### config.mk
export PLATFORM = sky130hd
export DESIGN_NAME = uart_bram_traffic_controller
export DESIGN_NICKNAME = d
export VERILOG_FILES = /design/src/rtl/uart_bram_traffic_controller.sv
export SDC_FILE = /design/constraint.sdc
export NUM_CORES = 1
export LEC_CHECK = 0
export CORE_UTILIZATION = 62
export CTS_BUF_LIST = sky130_fd_sc_hd__clkbuf_8
export DETAILED_ROUTE_END_ITERATION = 6
export GPL_TIMING_DRIVEN = 0
export PLACE_DENSITY = 0.94
export SLEW_MARGIN = 20
export SYNTH_ARGS = -nofsm -noshare
export SYNTH_HDL_FRONTEND = slang
export SYNTH_SLANG_ARGS = --single-unit
### constraint.sdc
create_clock -name clk -period 4.3 [get_ports clk]
set_input_delay 0.86 -clock clk [delete_from_list [all_inputs] [get_ports clk]]
set_output_delay 0.86 -clock clk [all_outputs]
set_load 0.01 [all_outputs]
### src/rtl/uart_bram_traffic_controller.sv
// UART-to-BRAM traffic controller: stores a byte stream on WRITE, replays it on READ.
// Optional macro UBTC_ERASE_EN adds the ERASE command that zero-fills the whole BRAM.
module uart_bram_traffic_controller #(
    parameter int DATA_WIDTH = 8,
    parameter int ADDR_WIDTH = 12,
    parameter int SIZE       = 4096
) (
    input  logic                  clk,
    input  logic                  rst,
    input  logic [DATA_WIDTH-1:0] din,
    input  logic                  rx_done,
    input  logic                  tx_busy,
    input  logic [DATA_WIDTH-1:0] from_BRAM,
    output logic                  en,
    output logic                  write_enable,
    output logic [ADDR_WIDTH-1:0] addr,
    output logic [DATA_WIDTH-1:0] to_BRAM,
    output logic                  tx_start,
    output logic [DATA_WIDTH-1:0] dout
);

    localparam logic [DATA_WIDTH-1:0] CMD_READ  = DATA_WIDTH'(8'h11);
    localparam logic [DATA_WIDTH-1:0] CMD_WRITE = DATA_WIDTH'(8'h12);
`ifdef UBTC_ERASE_EN
    localparam logic [DATA_WIDTH-1:0] CMD_ERASE = DATA_WIDTH'(8'h13);
`endif
    localparam logic [DATA_WIDTH-1:0] CMD_ESC   = DATA_WIDTH'(8'h1B);
    localparam logic [ADDR_WIDTH:0]   SIZE_W    = (ADDR_WIDTH+1)'(SIZE);

    typedef enum logic [2:0] {
        IDLE,
        WRITE,
        READ_REQ,
        READ_WAIT,
        SEND,
        SEND_WAIT
`ifdef UBTC_ERASE_EN
        , ERASE
`endif
    } state_t;

    state_t                state, state_next;
    logic                  rx_prev;
    logic                  rx_byte;
    logic [ADDR_WIDTH:0]   wp, wp_next;
    logic [ADDR_WIDTH:0]   rp, rp_next, rp_inc;
    logic [ADDR_WIDTH:0]   length, length_next;
    logic [1:0]            wait_cnt, wait_next;
    logic                  en_next, we_next, tx_start_next;
    logic [ADDR_WIDTH-1:0] addr_next;
    logic [DATA_WIDTH-1:0] to_bram_next, dout_next;

    assign rx_byte = rx_done & ~rx_prev;

    // During reset rx_prev follows rx_done so a level held across reset is not seen as a new byte.
    always_ff @(posedge clk) begin
        if (rst) begin
            state        <= IDLE;
            rx_prev      <= rx_done;
            en           <= 1'b0;
            write_enable <= 1'b0;
            addr         <= '0;
            to_BRAM      <= '0;
            tx_start     <= 1'b0;
            dout         <= '0;
            wp           <= '0;
            rp           <= '0;
            length       <= '0;
            wait_cnt     <= '0;
        end else begin
            state        <= state_next;
            rx_prev      <= rx_done;
            en           <= en_next;
            write_enable <= we_next;
            addr         <= addr_next;
            to_BRAM      <= to_bram_next;
            tx_start     <= tx_start_next;
            dout         <= dout_next;
            wp           <= wp_next;
            rp           <= rp_next;
            length       <= length_next;
            wait_cnt     <= wait_next;
        end
    end

    // Outputs are computed one cycle ahead so the BRAM strobes are registered.
    always_comb begin
        state_next    = state;
        en_next       = 1'b0;
        we_next       = 1'b0;
        tx_start_next = 1'b0;
        addr_next     = addr;
        to_bram_next  = to_BRAM;
        dout_next     = dout;
        wp_next       = wp;
        rp_next       = rp;
        length_next   = length;
        wait_next     = wait_cnt;
        rp_inc        = rp + 1'b1;

        case (state)
            IDLE: begin
                if (rx_byte) begin
                    case (din)
                        CMD_WRITE: begin
                            state_next = WRITE;
                            wp_next    = '0;
                        end
                        CMD_READ: begin
                            if (length != '0) begin
                                state_next = READ_REQ;
                                rp_next    = '0;
                                en_next    = 1'b1;
                                addr_next  = '0;
                            end
                        end
`ifdef UBTC_ERASE_EN
                        CMD_ERASE: begin
                            state_next   = ERASE;
                            en_next      = 1'b1;
                            we_next      = 1'b1;
                            addr_next    = '0;
                            to_bram_next = '0;
                            wp_next      = (ADDR_WIDTH+1)'(1);
                            length_next  = '0;
                        end
`endif
                        default: ;
                    endcase
                end
            end
            WRITE: begin
                if (rx_byte) begin
                    if (din == CMD_ESC) begin
                        length_next = wp;
                        state_next  = IDLE;
                    end else if (wp != SIZE_W) begin
                        en_next      = 1'b1;
                        we_next      = 1'b1;
                        addr_next    = wp[ADDR_WIDTH-1:0];
                        to_bram_next = din;
                        wp_next      = wp + 1'b1;
                    end
                end
            end
            READ_REQ: begin
                state_next = READ_WAIT;
            end
            READ_WAIT: begin
                dout_next  = from_BRAM;
                state_next = SEND;
            end
            SEND: begin
                if (!tx_busy) begin
                    tx_start_next = 1'b1;
                    wait_next     = '0;
                    state_next    = SEND_WAIT;
                end
            end
            SEND_WAIT: begin
                // The UART may take a couple of cycles to raise tx_busy after tx_start.
                if (wait_cnt != 2'd2) begin
                    wait_next = wait_cnt + 1'b1;
                end else if (!tx_busy) begin
                    rp_next = rp_inc;
                    if (rp_inc == length) begin
                        state_next = IDLE;
                    end else begin
                        state_next = READ_REQ;
                        en_next    = 1'b1;
                        addr_next  = rp_inc[ADDR_WIDTH-1:0];
                    end
                end
            end
`ifdef UBTC_ERASE_EN
            ERASE: begin
                if (wp == SIZE_W) begin
                    state_next = IDLE;
                end else begin
                    en_next      = 1'b1;
                    we_next      = 1'b1;
                    addr_next    = wp[ADDR_WIDTH-1:0];
                    to_bram_next = '0;
                    wp_next      = wp + 1'b1;
                end
            end
`endif
            default: state_next = IDLE;
        endcase
    end

endmodule

# After elaboration in Yosys (flattened, before gate mapping)
# Index checks and enable logic that the tools add are counted.
op_classes:
  mux: 46
  reduce_logical: 15
  shift: 0
  eq_ne: 26
  n_mul: 0
  n_div: 0
  n_lt_le_gt_ge: 0
  n_bitwise: 5
  n_addsub: 3
ops:
  columns: ["operator", "n"]
  rows:
  - ["two-way mux 13 bit", 10]
  - ["two-way mux 12 bit", 9]
  - ["one-hot mux 13 bit (2 select lines)", 2]
  - ["one-hot mux 12 bit (3 select lines)", 1]
  - ["adder 13 x 1 -> 13 bit (second input constant)", 2]
  - ["== test 8 x 5 -> 1 bit (second input constant)", 3]
  - ["inequality test 2 bit (second input constant)", 12]
  - ["two-way mux 3 bit", 7]
  - ["one-hot mux 3 bit (6 select lines)", 1]
  - ["== test 13 bit", 1]
  - ["inequality test 13 bit (second input constant)", 1]
  - ["nonzero test 13 bit", 1]
  - ["AND reduction 6 bit", 2]
  - ["two-way mux 1 bit", 10]
  - ["AND reduction 10 bit", 1]
  - ["AND reduction 8 bit", 1]
  - ["== test 3 x 2 -> 1 bit (second input constant)", 2]
  - ["== test 3 bit (second input constant)", 2]
  - ["two-way mux 2 bit", 3]
  - ["one-hot mux 3 bit (2 select lines)", 1]
  - ["AND reduction 3 bit", 2]
  - ["nonzero test 2 bit", 3]
  - ["inequality test 2 x 1 -> 1 bit (second input constant)", 2]
  - ["NOT 1 bit", 4]
  - ["11 further kinds", 12]
totals:
  register_bits: 76
  latch_bits: 0
  n_memories: 0
  romBits: 0
  elab_cells: 107
  ram_bits: 0
  out_inout_bits: 31
  inputBits: 20

# Depth between registers and ports, before layout
# Gate-level depths: netlist of run 1.
depth:
  ltp_word: 6
  depth_mapped: 11
  mapped_depth_nobuf: 9

# Least setup slack after synthesis of run 1
# Ideal clock, no wire load.
synth_timing:
  kind: "input port to flip-flop"
  start: "input port din[2]"
  end: "register rp[9]"
  path_stages: 7
  setup_time_ps: 70
  required_time_ps: 4230
  t_arrival_ps: 2855
  path_slack_ps: 1375
  n_path_buf: 0
  cell_sequence: "or4b_1 -> nor4_1 -> a2111o_1 -> nand4_1 -> nor2_1 -> nand3_1 -> a21oi_1"
synth_between:
  elab_chain_cells: 3
synth_lines:
  columns: ["item", "line", "text"]
  rows:
  - ["from (decl)", "10", "input logic [DATA_WIDTH-1:0] din,"]
  - ["== test 8 x 5 -> 1 bit", "104", "case (din)"]
  - ["inequality test 2 x 1 -> 1 bit (no source line)", null, null]
  - ["AND reduction 6 bit (no source line)", null, null]
  - ["to (signal assigned)", "80", "rp <= rp_next;"]
  - ["to (decl)", "46", "logic [ADDR_WIDTH:0] rp, rp_next, rp_inc;"]
# No other way between the ends.
# A chain may end at the register's enable or synchronous reset.

# Final worst setup path of run 1
layout_timing:
  start: "input port din[2]"
  end: "register rp[2]"
# The elaborated chain is that of the path after synthesis.

==> results.toml, run 1 <==
[layout]
nets = 574
final_area_mm2 = 0.00482
n_fill_cell = 377
final_cell_mix = "dfxtp_1 (76), nor2_1 (72), clkdlybuf4s50_1 (49), nand2_1 (44), a21oi_1 (38)"
final_common_cell = "dfxtp_1"
multi_input_area_mm2 = 0.00230
drive_gt1_share_pct = 8.65
seqCellArea_mm2 = 0.00152
fin_cells = 630
n_antenna_cell = 0
final_util_pct = 79.1
area_growth_pct = 19.9

[clock_network]
cts_hold_buffers = 0
clock_latency_ps = 360
cts_buffers = 9
clockRootBuffer = "clkbuf_8"
htreeDepth = 3
clock_path_buffers = 2
postCtsSetupRepairBufs = 0
cts_resized = 0
clkSinkCount = 76
cts_tree = "yes"
clk_pin_slew_ps = 80

[placed_design]
dp_slack_ps = 256
post-place-cells = 614
gp_congestion = 0.966
hpwl_mm = 8.55
dpl_cell_area_mm2 = 0.00461
port_buffers = 49

[setup_path]
cpPeakStageDelay_ps = 680
worstPathMaxFanout = 9
worst_ep_required_time_ps = 4580
path_class = "in2reg"
worstSetupEndpointType = "register"
cp.arrival_ps = 4150
critPathTopFamily = "simple AND/OR/NAND/NOR gates"
crit_slowest_cell = "nor2_1"
start_kind = "input pin"
critPathBufInv = 1
crit_chain = "clkdlybuf4s50_1 -> or4b_1 -> nor4_1 -> a2111o_1 -> nand4_1 -> nor2_1 -> nand3b_1 -> a21oi_1"

[synth]
yosysTopAreaCell = "dfxtp_1"
synth_nets = 514
yosys_most_used_dff = "dfxtp_1"
ys_async_sr_fraction_pct = 0
postSynthCellCount = 490
yosys_register_bits = 76
yosys_warnings = 0
synth_top_cell_area_share_pct = 37.8
ys_types = 63
postSynthAreaPerCell_um2 = 8.21
yosysSeqAreaShare_pct = 37.8
yosys-top-cells-area = "dfxtp_1 (38%), nor2_1 (6.7%), mux2i_1 (5.2%), a21oi_1 (4.7%), nand2_1 (4.1%)"
synth_area_mm2 = 0.00402
synth_edf_count = 0

[run]
max-cap-violations = 0

[global_routing]
antenna_found_initial = 0
grt_overflow_total = 0
grt_pass1_vias = 3862
grt_start_max_net_pins = 14
grt_pass1_wl_mm = 18.8
grt.total_usage_pct = 37.6

[timing]
setup_tns_ps = 0
fmax_mhz = 259
relSlewSlack_pct = 45.2
hold_violations = 0
tightest_slew_ps = 817
setup-violations-final = 0
skew_ps = 6.21
whs_ps = 468
period_share_pct = 90.0
period_minus_slack_ps = 3870
rsz0062_at_grt = "false"
drv_slew = 0
worst_slack_ps = 432

[routing]
wl_per_cell_um = 19.0
drt_iter0_drc = 462
viasPerCell = 6.42
ant_nets = 0
drc = 0
routed_wl_mm = 12.0
dr.pass1.iters = 5
vias = 4047

[power]
sequentialPowerShare_pct = 51.9
netSwitchingFraction_pct = 22.7
leakagePower_nw = 1.79
power.net_switching_uw = 308
ir_worst_vdd_uv = 316
power_frac_comb_pct = 3.2
p_total_mw = 1.36
internal_power_mw = 1.05
power.share.clock_pct = 44.9
powerDensity_mw_per_mm2 = 281

[run_status]
status = "finished clean"

[floorplan]
coreArea_mm2 = 0.00610
die-area_mm2 = 0.00682
row_count = 28
boundaryPins = 51
start_util_pct = 66.0
fp.dieW_um = 82.6
die_y_um = 82.6

[worst_hold_path]
hold_path_class = "reg2reg"
-- final cells by class --
| cell class | instances | share of cell area (%) |
|---|---|---|
| sequential | 76 | 31.5 |
| tap | 75 | 1.95 |
| buffer | 34 | 3.04 |
| multi-input combinational | 364 | 47.6 |
| clock buffer | 9 | 2.57 |
| inverter | 16 | 1.25 |
| clock inverter | 7 | 1.89 |
| timing repair buffer | 49 | 10.2 |
-- logic make-up (layout without fill, tap and decap cells) --
logic type	after synthesis	in the layout	synth area share, %
AND/OR/NAND/NOR	203	203	25.6
multiplexers	23	23	5.78
flip-flops	76	76	37.8
AO/OA/AOI/OAI	113	113	19.6
buffers and inverters	50	115	5.13
XOR/XNOR	21	21	4.91
adder cells (fa/ha/maj)	4	4	1.24
-- flip-flops by register name, summed over array words and instances, names as in the netlist --
name          flops
length           13
rp               13
wp               13
addr             12
dout              8
to_BRAM           8
state             3
wait_cnt          2
en                1
rx_prev           1
tx_start          1
write_enable      1
-- power by group through the flow --
stage                     clock [mW]  combinational, mW  sequential (mW)
final                          0.610             0.0431            0.704
after floorplan                    0             0.0159            0.721
after global placement             0             0.0399            0.721
after CTS                      0.605             0.0421            0.704
after detailed placement           0             0.0411            0.721
after global routing           0.630             0.0460            0.704
-- cell usage after synthesis, types with 2 or more instances --
cell type,instances
or4_4,2
a22oi_1,6
a211oi_2,10
nor4b_1,2
o21ai_0,12
o2111ai_1,2
nand4_1,5
or4_1,2
a31oi_1,2
a211oi_1,13
nand2_1,44
mux2_2,2
nor2b_1,4
a21oi_1,38
clkbuf_1,24
mux2i_1,21
nor4_1,7
nand2b_1,8
xnor2_1,11
xor2_1,9
ha_1,4
nor3_1,7
inv_1,16
a311oi_1,2
buf_1,2
dfxtp_1,76
nand3b_1,5
nor2_1,72
a2111o_1,2
a21o_1,2
nand3_1,15
o21ai_1,7
a221oi_1,2
a31o_2,2
buf_2,6
or2_2,3
and2_1,4
or3_1,9
and3_1,6
-- routing by layer --
metal / GRT usage (%) / share of wire [%]
met3: 8.24 / 7.9
met5: 0 / 0
met2: 64.0 / 48
met1: 44.0 / 40
met4: 20.0 / 3.9
-- worst min-delay path: stages, from the launching register on --
cell and delay [ps]:
dfxtp_1 320, nand2_1 50, a21oi_1 60
-- path summary, 6_finish.rpt --
path | startpoint | endpoint | slack [ps] | depth (start not counted)
worst max register to register | rp[1] | addr[7] | 910 | 10
worst min-delay path | dout[4] | dout[4] | 470 | 2
worst max-delay path | din[2] | rp[2] | 430 | 8
worst min register to register | dout[4] | dout[4] | 470 | 2
No activity file was read; power rests on OpenSTA's default activity.
==> inputs of run 2 (changes only) <==
--- a/config.mk
+++ b/config.mk
@@ -5,6 +5,7 @@
 export SDC_FILE = /design/constraint.sdc
 export NUM_CORES = 1
 export LEC_CHECK = 0
+export CORE_ASPECT_RATIO = 1.4
 export CORE_UTILIZATION = 62
 export CTS_BUF_LIST = sky130_fd_sc_hd__clkbuf_8
 export DETAILED_ROUTE_END_ITERATION = 6
==> constraint.sdc (replaced) <==
create_clock -name clk -period 4.3 [get_ports clk]
set_input_delay 1.075 -clock clk [delete_from_list [all_inputs] [get_ports clk]]
set_output_delay 1.075 -clock clk [all_outputs]
set_load 0.01 [all_outputs]
==> results.toml, run 2 (same netlist as run 1, synthesis figures left out) <==
[layout]
nets = 574
final_cell_mix = "dfxtp_1 (76), nor2_1 (71), clkdlybuf4s50_1 (49), nand2_1 (44), a21oi_1 (38)"
area_growth_pct = 19.8
final_util_pct = 77.1
drive_gt1_share_pct = 8.66
n_antenna_cell = 0
reg.largest.list = "length x13, rp x13, wp x13"
final_common_cell = "dfxtp_1"

[setup_path]
path_class = "in2reg"
worst_ep_required_time_ps = 4590
worstSetupEndpointType = "register"
worstPathMaxFanout = 9
cp.arrival_ps = 4240
regToRegSetupSlack_ps = 830
start_kind = "input pin"

[global_routing]
grt.total_usage_pct = 34.4
grt_pass1_wl_mm = 18.5
grt_start_max_net_pins = 13
grt_pass1_vias = 3875
grt_overflow_total = 0
antenna_found_initial = 0

[placed_design]
dp_slack_ps = -137
port_buffers = 49
gp_congestion = 0.940
hpwl_mm = 8.32

[routing]
ant_nets = 0
vias = 3969
dr.pass1.iters = 5
routed_wl_mm = 11.4
wl_per_cell_um = 18.1
drt_iter0_drc = 400
drc = 0
viasPerCell = 6.34

[timing]
drv_slew = 0
setup-violations-final = 0
period_share_pct = 91.8
rsz0062_at_grt = "false"
setup_tns_ps = 0
fmax_mhz = 253
tightest_slew_ps = 860
relSlewSlack_pct = 42.3
hold_violations = 0
skew_ps = 8.91
worst_slack_ps = 352
period_minus_slack_ps = 3950

[clock_network]
clockRootBuffer = "clkbuf_8"
cts_buffers = 9
cts_tree = "yes"
cts_resized = 0
clock_path_buffers = 2
htreeDepth = 3
cts_hold_buffers = 0
clock_latency_ps = 360
clk_pin_slew_ps = 80
clkSinkCount = 76
postCtsSetupRepairBufs = 0

[power]
leakagePower_nw = 1.79
powerDensity_mw_per_mm2 = 280
ir_worst_vdd_uv = 275

[floorplan]
die_y_um = 97.3
boundaryPins = 51
die-area_mm2 = 0.00682
coreArea_mm2 = 0.00625
row_count = 34
start_util_pct = 64.3
fp.dieW_um = 70.1

[run_status]
status = "finished clean"

[run]
max-cap-violations = 0

[worst_hold_path]
hold_path_class = "reg2reg"
[run 2: cell type report]
type	instances	area, um^2
multi-input combinational	364	2300
timing repair buffer	49	490
fill	408	1430
clock inverter	5	77.6
inverter	16	60.1
sequential	76	1520
buffer	34	146
clock buffer	10	138
tap	72	90.1
[run 2: final timing paths]
path | start | to | cells past startpoint
worst max-delay path | din[2] | rp[6] | 8
worst max register to register | rp[1] | addr[7] | 10
worst min-delay path | dout[5] | dout[5] | 2
worst min register to register | dout[5] | dout[5] | 2
[run 2: worst max-delay path, cell delays in order]
cell	delay [ps]
clkdlybuf4s50_1	420
or4b_1	590
nor4_1	640
a2111o_1	300
nand4_1	400
nor2_2	510
nand3b_1	130
a21oi_1	160
[run 2: per-layer routing]
layer,global-route usage [%],vias up,wire (um)
li1,-,1864,-
met1,39.1,1826,4310
met2,57.2,218,5610
met3,6.95,61,713
met4,23.5,0,720
met5,0,-,0
[run 2: where the power goes]
group	switching [mW]	internal (mW)	leakage (nW)
registers	0.000548	0.704	0.612
logic	0.0229	0.0191	1.06
clock network	0.269	0.338	0.114
total	0.292	1.06	1.79
[run 2: through the flow]
stage / std cells / power [mW] / cell area [um^2] / hold WS (ps)
floorplan: 490 / 0.737 / 4020 / 470
global placement: 611 / 0.761 / 4600 / 442
detailed placement: 611 / 0.762 / 4600 / 448
CTS: 626 / 1.35 / 4820 / 458
global route: 626 / 1.38 / 4820 / 483
finish: 626 / 1.35 / 4820 / 456
==> inputs of run 3 (changes only) <==
--- a/config.mk
+++ b/config.mk
@@ -6,6 +6,7 @@
 export NUM_CORES = 1
 export LEC_CHECK = 0
 export CORE_ASPECT_RATIO = 1.4
+export CORE_MARGIN = 3
 export CORE_UTILIZATION = 62
 export CTS_BUF_LIST = sky130_fd_sc_hd__clkbuf_8
 export DETAILED_ROUTE_END_ITERATION = 6
==> results.toml, run 3 (same netlist as run 1, synthesis figures left out) <==
[run_status]
status = "finished clean"

[placed_design]
dpl_cell_area_mm2 = 0.00460
dp_slack_ps = -81.2
post-place-cells = 611
gp_congestion = 0.922
hpwl_mm = 8.42
port_buffers = 49

[run]
max-cap-violations = 0

[layout]
reg.largest.list = "length x13, rp x13, wp x13"
n_fill_cell = 393
fin_cells = 626
final_area_mm2 = 0.00484
n_antenna_cell = 0
area_growth_pct = 20.4
final_cell_mix = "dfxtp_1 (76), nor2_1 (71), clkdlybuf4s50_1 (49), nand2_1 (44), a21oi_1 (38)"
nets = 574
final_util_pct = 77.5
multi_input_area_mm2 = 0.00230
seqCellArea_mm2 = 0.00152
drive_gt1_share_pct = 8.84
final_common_cell = "dfxtp_1"

[setup_path]
cp.arrival_ps = 4370
crit_chain = "clkdlybuf4s50_1 -> or4b_1 -> nor4_1 -> a2111o_1 -> nand4_1 -> nor2_2 -> nand3b_1 -> a21oi_1"
crit_slowest_cell = "nor4_1"
worstSetupEndpointType = "register"
worst_ep_required_time_ps = 4580
start_kind = "input pin"
cpPeakStageDelay_ps = 680
worstPathMaxFanout = 9
path_class = "in2reg"

[timing]
skew_ps = 9.47
rsz0062_at_grt = "false"
worst_slack_ps = 216
tightest_slew_ps = 782
setup_tns_ps = 0
fmax_mhz = 245
period_share_pct = 95.0
setup-violations-final = 0
relSlewSlack_pct = 47.4
period_minus_slack_ps = 4080
hold_violations = 0
drv_slew = 0

[routing]
ant_nets = 0
routed_wl_mm = 12.4
dr.pass1.iters = 5
drc = 0
drt_iter0_drc = 515
wl_per_cell_um = 19.9
viasPerCell = 6.73
vias = 4211

[clock_network]
clkSinkCount = 76
clk_pin_slew_ps = 80
clock_latency_ps = 360
clock_path_buffers = 2
cts_tree = "yes"
cts_buffers = 9
cts_hold_buffers = 0
clockRootBuffer = "clkbuf_8"
htreeDepth = 3

[floorplan]
die_y_um = 101
coreArea_mm2 = 0.00625
fp.dieW_um = 74.1
boundaryPins = 51
start_util_pct = 64.3
row_count = 34
die-area_mm2 = 0.00751

[power]
ir_worst_vdd_uv = 274
powerDensity_mw_per_mm2 = 291
leakagePower_nw = 1.80

[global_routing]
antenna_found_initial = 0
grt_overflow_total = 0
grt.total_usage_pct = 34.2
grt_pass1_vias = 4103
grt_start_max_net_pins = 13
grt_pass1_wl_mm = 19.5

[worst_hold_path]
hold_path_class = "reg2reg"
run 3: changes by cell type in the layout (fill, tap and decap cells not counted):
cell,delta
clkinv_4,-1
clkinv_2,+1
inv_1,-1
bufinv_16,+1
run 3: metal layers:
metal | vias to the layer above | global-route usage, % | wire length [um]
met5 | - | 0 | 0
met4 | 0 | 26.2 | 943
met3 | 102 | 9.14 | 1030
met2 | 304 | 56.5 | 6230
met1 | 1942 | 36.3 | 4250
li1 | 1863 | - | -
run 3: final timing paths:
path | start | endpoint | slack [ps] | cells past startpoint
hold / removal | dout[2] | dout[2] | 460 | 2
setup / recovery | din[2] | rp[7] | 220 | 8
setup reg to reg | rp[1] | addr[6] | 940 | 10
hold reg to reg | dout[2] | dout[2] | 460 | 2
run 3: per-stage QoR:
step / hold slack [ps] / total power, mW
final: 461 / 1.41
after floorplan: 470 / 0.737
after CTS: 463 / 1.40
after global routing: 479 / 1.44
after detailed placement: 452 / 0.762
after global placement: 442 / 0.761
run 3: repair_timing:
| action | in CTS | in global routing |
|---|---|---|
| buffers inserted | 0 | 0 |
| endpoints found under the setup margin | 0 | 9 |
| gates resized for setup | 0 | 1 |
run 3: area by class of cell:
type / count / share of cell area (%)
multi-input combinational: 364 / 47.4
sequential: 76 / 31.4
timing repair buffer: 49 / 10.1
buffer: 34 / 3.02
clock buffer: 10 / 2.84
clock inverter: 5 / 2.07
tap: 72 / 1.86
inverter: 16 / 1.24
run 3: where the power goes:
group	switching (mW)	leakage (nW)	internal, mW
clock	0.268	0.122	0.396
combinational	0.0239	1.06	0.0191
sequential	0.000530	0.612	0.704
total	0.293	1.80	1.12
run 3: worst max-delay path: cells and delay by family:
kind                   cells  cell delay [ps]
AOI/OAI and AO/OA          2              510
and+or+nand+nor            5             2360
buffers and inverters      1              420
